### config.mk
export PLATFORM = sky130hd
export DESIGN_NAME = video_pattern_gen
export DESIGN_NICKNAME = d
export VERILOG_FILES = /design/src/rtl/video_pattern_gen.sv
export SDC_FILE = /design/constraint.sdc
export NUM_CORES = 1
export LEC_CHECK = 0
export CAP_MARGIN = 20
export CORE_ASPECT_RATIO = 0.8
export CORE_UTILIZATION = 52
export CTS_BUF_LIST = sky130_fd_sc_hd__clkbuf_2
export DETAILED_ROUTE_END_ITERATION = 12
export PLACE_DENSITY = 0.78
export REMOVE_ABC_BUFFERS = 1
export SETUP_SLACK_MARGIN = 0.02
export SYNTH_ARGS = -nofsm -noshare
export SYNTH_HDL_FRONTEND = slang
export SYNTH_SLANG_ARGS = --single-unit
### constraint.sdc
create_clock -name clk -period 2.5 [get_ports clk]
set_clock_uncertainty 0.05 [all_clocks]
set_input_delay 0.625 -clock clk [delete_from_list [all_inputs] [get_ports clk]]
set_output_delay 0.625 -clock clk [all_outputs]
set_load 0.01 [all_outputs]
### src/rtl/video_pattern_gen.sv
`default_nettype none
// +----------------------------------------------------------------------------+
// | video_pattern_gen : programmable video timing generator with test patterns  |
// | Revision 1.0 - initial release                                              |
// +----------------------------------------------------------------------------+
module video_pattern_gen #(
  parameter int H_ACTIVE = 1920,
  parameter int H_FP     = 88,
  parameter int H_SYNC   = 44,
  parameter int H_BP     = 148,
  parameter int V_ACTIVE = 1080,
  parameter int V_FP     = 4,
  parameter int V_SYNC   = 5,
  parameter int V_BP     = 36,
  parameter bit HS_POL   = 1'b0,
  parameter bit VS_POL   = 1'b0,
  parameter int DATA_W   = 8,
  parameter int CHK_LOG2 = 5
) (
  input  logic                clk,
  input  logic                rst_b,
  input  logic                en,
  input  logic [2:0]          mode,
  input  logic [3*DATA_W-1:0] solid_rgb,
  output logic                vs,
  output logic                hs,
  output logic                de,
  output logic [DATA_W-1:0]   r,
  output logic [DATA_W-1:0]   g,
  output logic [DATA_W-1:0]   b,
  output logic                sof,
  output logic                eol,
  output logic [15:0]         frame_cnt
);

  localparam int C_H_TOTAL = H_SYNC + H_BP + H_ACTIVE + H_FP;
  localparam int C_V_TOTAL = V_SYNC + V_BP + V_ACTIVE + V_FP;
  localparam int C_H_ACT0  = H_SYNC + H_BP;
  localparam int C_V_ACT0  = V_SYNC + V_BP;
  localparam int C_HW      = $clog2(C_H_TOTAL);
  localparam int C_VW      = $clog2(C_V_TOTAL);
  localparam int C_BAR_W   = H_ACTIVE / 8;
  localparam int C_BW      = $clog2(H_ACTIVE + 1);
  localparam logic [DATA_W-1:0] C_FULL = '1;

  // ARM gives one idle cycle between the start request and counter (0,0)
  localparam logic [1:0] S_IDLE = 2'd0;
  localparam logic [1:0] S_ARM  = 2'd1;
  localparam logic [1:0] S_RUN  = 2'd2;

  logic [1:0]          r_state;
  logic [1:0]          w_state_nxt;
  logic [C_HW-1:0]     r_h_cnt;
  logic [C_HW-1:0]     w_h_nxt;
  logic [C_VW-1:0]     r_v_cnt;
  logic [C_VW-1:0]     w_v_nxt;
  logic [2:0]          r_mode;
  logic [3*DATA_W-1:0] r_solid;
  logic [C_BW-1:0]     r_bar_cnt;
  logic [2:0]          r_bar_idx;

  logic                w_run;
  logic                w_h_last;
  logic                w_v_last;
  logic                w_frame_end;
  logic                w_latch;
  logic                w_h_in;
  logic                w_v_in;
  logic                w_hs_act;
  logic                w_vs_act;
  logic                w_de;
  logic                w_sof;
  logic                w_eol;
  logic                w_chk;
  logic [C_HW-1:0]     w_x;
  logic [C_VW-1:0]     w_y;
  logic [DATA_W-1:0]   w_pr;
  logic [DATA_W-1:0]   w_pg;
  logic [DATA_W-1:0]   w_pb;

  assign w_run       = (r_state == S_RUN);
  assign w_h_last    = (r_h_cnt == C_HW'(C_H_TOTAL - 1));
  assign w_v_last    = (r_v_cnt == C_VW'(C_V_TOTAL - 1));
  assign w_frame_end = w_run && w_h_last && w_v_last;
  assign w_latch     = en && ((r_state == S_IDLE) || w_frame_end);

  assign w_h_in = (r_h_cnt >= C_HW'(C_H_ACT0)) &&
                  ({1'b0, r_h_cnt} < (C_HW + 1)'(C_H_ACT0 + H_ACTIVE));
  assign w_v_in = (r_v_cnt >= C_VW'(C_V_ACT0)) &&
                  ({1'b0, r_v_cnt} < (C_VW + 1)'(C_V_ACT0 + V_ACTIVE));
  assign w_x    = r_h_cnt - C_HW'(C_H_ACT0);
  assign w_y    = r_v_cnt - C_VW'(C_V_ACT0);

  always_ff @(posedge clk or negedge rst_b) begin
    if (!rst_b) begin
      r_state <= S_IDLE;
    end else begin
      r_state <= w_state_nxt;
    end
  end

  always_comb begin
    w_state_nxt = r_state;
    case (r_state)
      S_IDLE:  if (en) w_state_nxt = S_ARM;
      S_ARM:   w_state_nxt = S_RUN;
      S_RUN:   if (w_frame_end && !en) w_state_nxt = S_IDLE;
      default: w_state_nxt = S_IDLE;
    endcase
  end

  always_comb begin
    w_h_nxt = '0;
    w_v_nxt = '0;
    if (w_run) begin
      w_h_nxt = w_h_last ? '0 : r_h_cnt + C_HW'(1);
      if (w_h_last) begin
        w_v_nxt = w_v_last ? '0 : r_v_cnt + C_VW'(1);
      end else begin
        w_v_nxt = r_v_cnt;
      end
    end
  end

  // Bar index tracks the current counter position, so it steps with h_cnt
  always_ff @(posedge clk or negedge rst_b) begin
    if (!rst_b) begin
      r_h_cnt   <= '0;
      r_v_cnt   <= '0;
      r_mode    <= '0;
      r_solid   <= '0;
      r_bar_cnt <= '0;
      r_bar_idx <= '0;
      frame_cnt <= '0;
    end else begin
      r_h_cnt <= w_h_nxt;
      r_v_cnt <= w_v_nxt;
      if (w_latch) begin
        r_mode  <= mode;
        r_solid <= solid_rgb;
      end
      if (w_frame_end) begin
        frame_cnt <= frame_cnt + 16'd1;
      end
      if (w_h_nxt == C_HW'(C_H_ACT0)) begin
        r_bar_cnt <= '0;
        r_bar_idx <= '0;
      end else if (w_h_in) begin
        if (r_bar_cnt == C_BW'(C_BAR_W - 1)) begin
          r_bar_cnt <= '0;
          if (r_bar_idx != 3'd7) begin
            r_bar_idx <= r_bar_idx + 3'd1;
          end
        end else begin
          r_bar_cnt <= r_bar_cnt + C_BW'(1);
        end
      end
    end
  end

  always_comb begin
    w_hs_act = w_run && (r_h_cnt < C_HW'(H_SYNC));
    w_vs_act = w_run && (r_v_cnt < C_VW'(V_SYNC));
    w_de     = w_run && w_h_in && w_v_in;
    w_sof    = w_de && (w_x == '0) && (w_y == '0);
    w_eol    = w_de && (w_x == C_HW'(H_ACTIVE - 1));
    w_chk    = (((w_x >> CHK_LOG2) & C_HW'(1)) != '0) ^
               (((w_y >> CHK_LOG2) & C_VW'(1)) != '0);
    w_pr     = '0;
    w_pg     = '0;
    w_pb     = '0;
    if (w_de) begin
      case (r_mode)
        3'd0: {w_pr, w_pg, w_pb} = r_solid;
        // white, yellow, cyan, green, magenta, red, blue, black
        3'd1: begin
          w_pr = {DATA_W{~r_bar_idx[1]}};
          w_pg = {DATA_W{~r_bar_idx[2]}};
          w_pb = {DATA_W{~r_bar_idx[0]}};
        end
        3'd2: begin
          w_pr = DATA_W'(w_x);
          w_pg = DATA_W'(w_x);
          w_pb = DATA_W'(w_x);
        end
        3'd3: begin
          w_pr = w_chk ? C_FULL : '0;
          w_pg = w_chk ? C_FULL : '0;
          w_pb = w_chk ? C_FULL : '0;
        end
        3'd4: begin
          w_pr = DATA_W'(w_x) + DATA_W'(frame_cnt);
          w_pg = DATA_W'(w_y);
        end
        default: ;
      endcase
    end
  end

  always_ff @(posedge clk or negedge rst_b) begin
    if (!rst_b) begin
      vs  <= ~VS_POL;
      hs  <= ~HS_POL;
      de  <= 1'b0;
      r   <= '0;
      g   <= '0;
      b   <= '0;
      sof <= 1'b0;
      eol <= 1'b0;
    end else begin
      vs  <= w_vs_act ? VS_POL : ~VS_POL;
      hs  <= w_hs_act ? HS_POL : ~HS_POL;
      de  <= w_de;
      r   <= w_pr;
      g   <= w_pg;
      b   <= w_pb;
      sof <= w_sof;
      eol <= w_eol;
    end
  end

endmodule
`default_nettype wire

-- Yosys cells after proc, flatten, opt, wreduce, memory -nomap -nowiden
Index checks and enable logic that the tools add are counted.
- $mul: 0
- bitwise operators: 4
- multiplexer cells: 24
- add/sub/neg operators: 8
- $lt $le $gt $ge: 6
- eq/ne operators: 15
- shifts and indexed selects: 0
- reduce and logical (&&, ||, !) cells: 24
- divide/modulo/power cells: 0
- operators with widths (operator ; number):
    one-hot mux 8 bit (5 select lines) ; 2
    2-to-1 mux 11 bit ; 6
    2-to-1 mux 8 bit ; 4
    one-hot mux 8 bit (4 select lines) ; 1
    2-to-1 mux 12 bit ; 2
    adder 11 x 1 -> 11 bit, second input constant ; 2
    adder 16 x 1 -> 16 bit, second input constant ; 1
    logical AND 1 bit ; 13
    adder 12 x 1 -> 12 bit, second input constant ; 1
    == test 12 x 11 -> 1 bit, second input constant ; 1
    == test 12 bit, second input constant ; 1
    == test 12 x 8 -> 1 bit, second input constant ; 1
    >= comparator 12 x 8 -> 1 bit, second input constant ; 1
    logical NOT 12 bit ; 1
    less-than comparator 12 bit, second input constant ; 1
    less-than comparator 12 x 6 -> 1 bit, second input constant ; 1
    2-to-1 mux 3 bit ; 4
    subtractor 12 x 8 -> 12 bit, second input constant ; 1
    == test 11 bit, second input constant ; 1
    == test 11 x 8 -> 1 bit, second input constant ; 1
    >= comparator 11 x 6 -> 1 bit, second input constant ; 1
    logical NOT 11 bit ; 1
    less-than comparator 11 bit, second input constant ; 1
    less-than comparator 11 x 3 -> 1 bit, second input constant ; 1
    23 further kinds ; 31
- output and inout bits: 45
- memories: 0
- register bits: 111
- memory bits (read-only): 0
- word-level logic and storage cells: 97
- latch bits: 0
- bits in writable memories: 0
- input port bits: 30

-- Logic depth before layout (Yosys ltp)
- depth after elaboration: 6
- mapped depth: 10
- depth with buffers taken out: 8

-- Least setup slack after synthesis
OpenSTA, ideal clock, no wires.
- path kind: flip-flop to flip-flop
- start point: register r_h_cnt[6]
- end point: register b[3]
- required time: 2368 ps
- library setup time: 82 ps
- arrival: 2540 ps
- setup slack: -172 ps
- period minus slack after synthesis: 2672 ps
- buffers on the path: 2
- cell stages (with the launch flop): 10
- cells stage by stage: dfrtp_1 > clkbuf_1 > inv_1 > ha_1 > or4b_2 > a22oi_4 > o2111ai_1 > or2_2 > buf_2 > a31oi_1
- longest elaborated chain between the ends: 5
- elaborated cells between the ends (all ways): 6
- classes of those cells: 2 x order compare; 1 x mux; 3 x reduce/logical
- ends and longest elaborated chain (element ; RTL line ; text):
    start, declared ; 53 ; logic [C_HW-1:0] r_h_cnt;
    start signal, assigned ; 136 ; r_h_cnt <= w_h_nxt;
    >= comparator 12 x 8 -> 1 bit / less-than comparator 12 bit (equally long branches) ; 87, 88 ;
    logical AND 1 bit * ; 87 ; assign w_h_in = (r_h_cnt >= C_HW'(C_H_ACT0)) &&
    logical AND 1 bit * (2 in a row) ; 164 ; w_de = w_run && w_h_in && w_v_in;
    2-to-1 mux 8 bit * ; 172 ; if (w_de) begin
    net w_pb[3] ; 79 ; logic [DATA_W-1:0] w_pb;
    end signal, assigned ; 216 ; b <= w_pb;
    end, declared ; 30 ; output logic [DATA_W-1:0] b,
The timed path passes the listed nets; every way through them passes the cells marked *.
A chain may end at the register's enable or synchronous reset.

-- Worst setup path after layout
- start point: register r_h_cnt[7]
- end point: register r[3]
- longest elaborated chain between the ends: 5
- elaborated cells between the ends (all ways): 6
- classes of those cells: 2 x order compare; 1 x mux; 3 x reduce/logical
- ends and longest elaborated chain (element ; RTL line ; text):
    >= comparator 12 x 8 -> 1 bit / less-than comparator 12 bit (equally long branches) ; 87, 88 ;
    logical AND 1 bit * ; 87 ;
    logical AND 1 bit * (2 in a row) ; 164 ;
    2-to-1 mux 8 bit * ; 172 ;
    net w_pr[3] ; 77 ; logic [DATA_W-1:0] w_pr;
    end signal, assigned ; 214 ; r <= w_pr;
    end, declared ; 28 ; output logic [DATA_W-1:0] r,
Marks and branches as above.

==> flow_summary.ini <==
[floorplanning]
die_y_um = 98.67
pin_count = 75
design.die.area_sq_um = 12120
rows = 34
start_util_pct = 54.71
design.core.area_sq_um = 11100
die_w_um = 122.8

[clocking]
cts_root_buffer = clkbuf_2
cts.path.max_buffers = 2
cts_buffers = 9
cts_num_sinks = 111
insertion_delay_ps = 620
clk_pin_slew_ps = 300
htreeDepth = 3
cts_tree = built

[final_layout]
fin_area_sq_um = 7415
final_util_pct = 66.78
fillers = 809
drive_gt1_share_pct = 18.70
seq_area_sq_um = 2789
multi_input_area_sq_um = 3136
antenna_cells = 0
final_nets = 737
final_cell_mix = dfrtp_1 (102), clkdlybuf4s50_1 (72), nor2_1 (46), buf_4 (42), a21oi_1 (38)
synthToLayoutAreaGrowth_pct = 22.06
mostFrequentLayoutCell = dfrtp_1

[power]
max-vdd-ir-drop_mv = 0.3274
leakage_nw = 3.370
pwr_density_cell_nw_per_um2 = 619.0

[logic_synthesis]
synth_edf_count = 0
avgSynthCellArea_sq_um = 10.31
syn_area_sq_um = 6075
syn_inst = 589
yosysUniqueCellTypes = 64
async_flop_share_pct = 100.0
ys.warnings.count = 0
ys_ff_latch = 111
ys_seq_area_share_pct = 45.77
synthFlopType = dfrtp_1

[global_route]
grt_use_total_pct = 26.14
grt_pass1_vias = 4818
grt_max_degree = 45
antenna_found_initial = 0
overflow = 0
grt_first_pass_wirelength_um = 24380

[sta]
period_minus_slack_ps = 2410
worstMarginPinSlew_ps = 624.6
slew-limit-headroom_pct = 57.82
finalHoldViolations = 0
setup_slack_ps = 90.42
setup_viol = 0
rsz0062_at_grt = yes
final_max_slew_viol_count = 0
fin_tns_setup_ps = 0
min_period_over_period_pct = 96.38
fmax_mhz = 415.0

[place]
dpl.hpwl_um = 10970
post_dp_cell_area_sq_um = 7157
portBuffers = 74
pre_cts_ws_ps = 23.60
gp_congestion = 0.8913

[worst_setup_path]
critPathSlowestCell = or4b_2
crit_fanout = 8
end_kind = flop
startpoint_type = flop
path_cells = inv_1 > ha_1 > or4b_2 > a22oi_4 > o2111ai_4 > nand2b_4 > buf_4 > a21oi_1
critical-path-max-stage-delay_ps = 640
criticalPathCategory = flop to flop
cp.arrival_ps = 2930
worstPathRequired_ps = 3020

[min_path]
hp-class = input pin to asynchronous set/reset pin

[drt]
drc = 0
wl_per_cell_um = 18.05
vias = 4888
drt_iter0_drc = 467
vias_per_cell = 5.861
firstDrtPassIters = 5
wirelength_um = 15050
drtAntennaViolNets = 0

[outcome]
outcome = complete, no violations

[run]
drv_cap = 0
==> what timing repair did <==
item                       4_1_cts  5_1_grt
pin swaps                        0        4
setup buffers                    0        5
setup endpoints to repair        9       73
hold endpoints to repair        25        0
hold buffers                     1        0
resized for setup                2       27
==> synthesized netlist by cell type, drive strengths merged (7+ instances only) <==
cell,instances,area share (%)
nand3,20,1.6
dfrtp,109,45
xnor2,23,3.3
mux2,29,6.6
o21ai,26,2.1
nor3b,7,0.87
nand2b,13,1.3
nor2,46,2.8
nor3,13,1.1
mux2i,9,1.5
inv,15,0.93
a21oi,42,3.6
clkbuf,22,1.4
nand2,37,2.3
nand4,10,1.1
buf,14,1.9
a31oi,12,1.2
xor2,21,3.0
and3,23,2.4
ha,21,4.3
nor2b,8,0.87
==> where the power goes <==
| part | switching [mW] | leakage [nW] | internal (mW) | total, mW |
|---|---|---|---|---|
| registers | 0.291 | 1.47 | 2.08 | 2.37 |
| logic | 0.704 | 1.84 | 0.759 | 1.46 |
| clock network | 0.617 | 0.0642 | 0.144 | 0.761 |
| total | 1.61 | 3.37 | 2.98 | 4.59 |
==> cells by family after synthesis <==
group / synth area share [%]
AND/OR/NAND/NOR: 18.37
AO/OA/AOI/OAI: 12.19
flip-flops: 45.77
buffers and inverters: 4.202
XOR/XNOR: 6.715
multiplexers: 8.095
adder cells (fa/ha/maj): 4.655
==> flip-flops by register name (all words and copies together), names as in the netlist <==
name / count
sof: 1
r_solid: 24
r_state: 2
r: 8
de: 1
r_v_cnt: 11
r_h_cnt: 12
eol: 1
g: 8
frame_cnt: 16
vs: 1
r_bar_idx: 3
hs: 1
r_mode: 3
r_bar_cnt: 11
b: 8
==> worst paths after layout <==
check | depth (start not counted) | slack [ps] | start | to
max | 8 | 90 | r_h_cnt[7] | r[3]
min | 2 | 370 | rst_b | r_v_cnt[9]
max reg2reg | 8 | 90 | r_h_cnt[7] | r[3]
min reg2reg | 1 | 470 | frame_cnt[15] | frame_cnt[15]
max in group asynchronous | 3 | 1440 | rst_b | frame_cnt[1]
min in group clk | 1 | 470 | frame_cnt[15] | frame_cnt[15]
==> layout make-up <==
cell class / instances / share of cell area, %
Timing Repair Buffer: 121 / 15.56
Multi-Input combinational cell: 427 / 42.29
Sequential cell: 111 / 37.61
Clock inverter: 7 / 0.7425
Clock buffer: 9 / 0.6075
Tap cell: 144 / 2.430
Inverter: 15 / 0.7594
==> metal layers <==
metal	share of wire (%)	GRT usage [%]	wire length (um)
met4	1.8	7.598	269
met2	46	40.67	6944
met1	44	36.64	6682
met3	7.7	5.787	1157
met5	0	0	0
==> worst max-delay path: cells and delay by family, from the launching register on <==
family | cells | cell delay (ps)
compound gates | 3 | 610
fa+ha+maj | 1 | 160
buf+inv | 2 | 260
flops | 1 | 450
simple gates | 2 | 840
==> through the flow <==
step | power (mW) | instances | hold slack [ps]
final | 4.590 | 834 | 374.6
after global routing | 4.833 | 834 | 365.7
after CTS | 4.572 | 829 | 347.1
after detailed placement | 3.798 | 812 | 438.1
after global placement | 3.734 | 812 | 435.7
after floorplan | 3.235 | 553 | 279.4
Note: power is estimated with default switching activity, not from simulation.
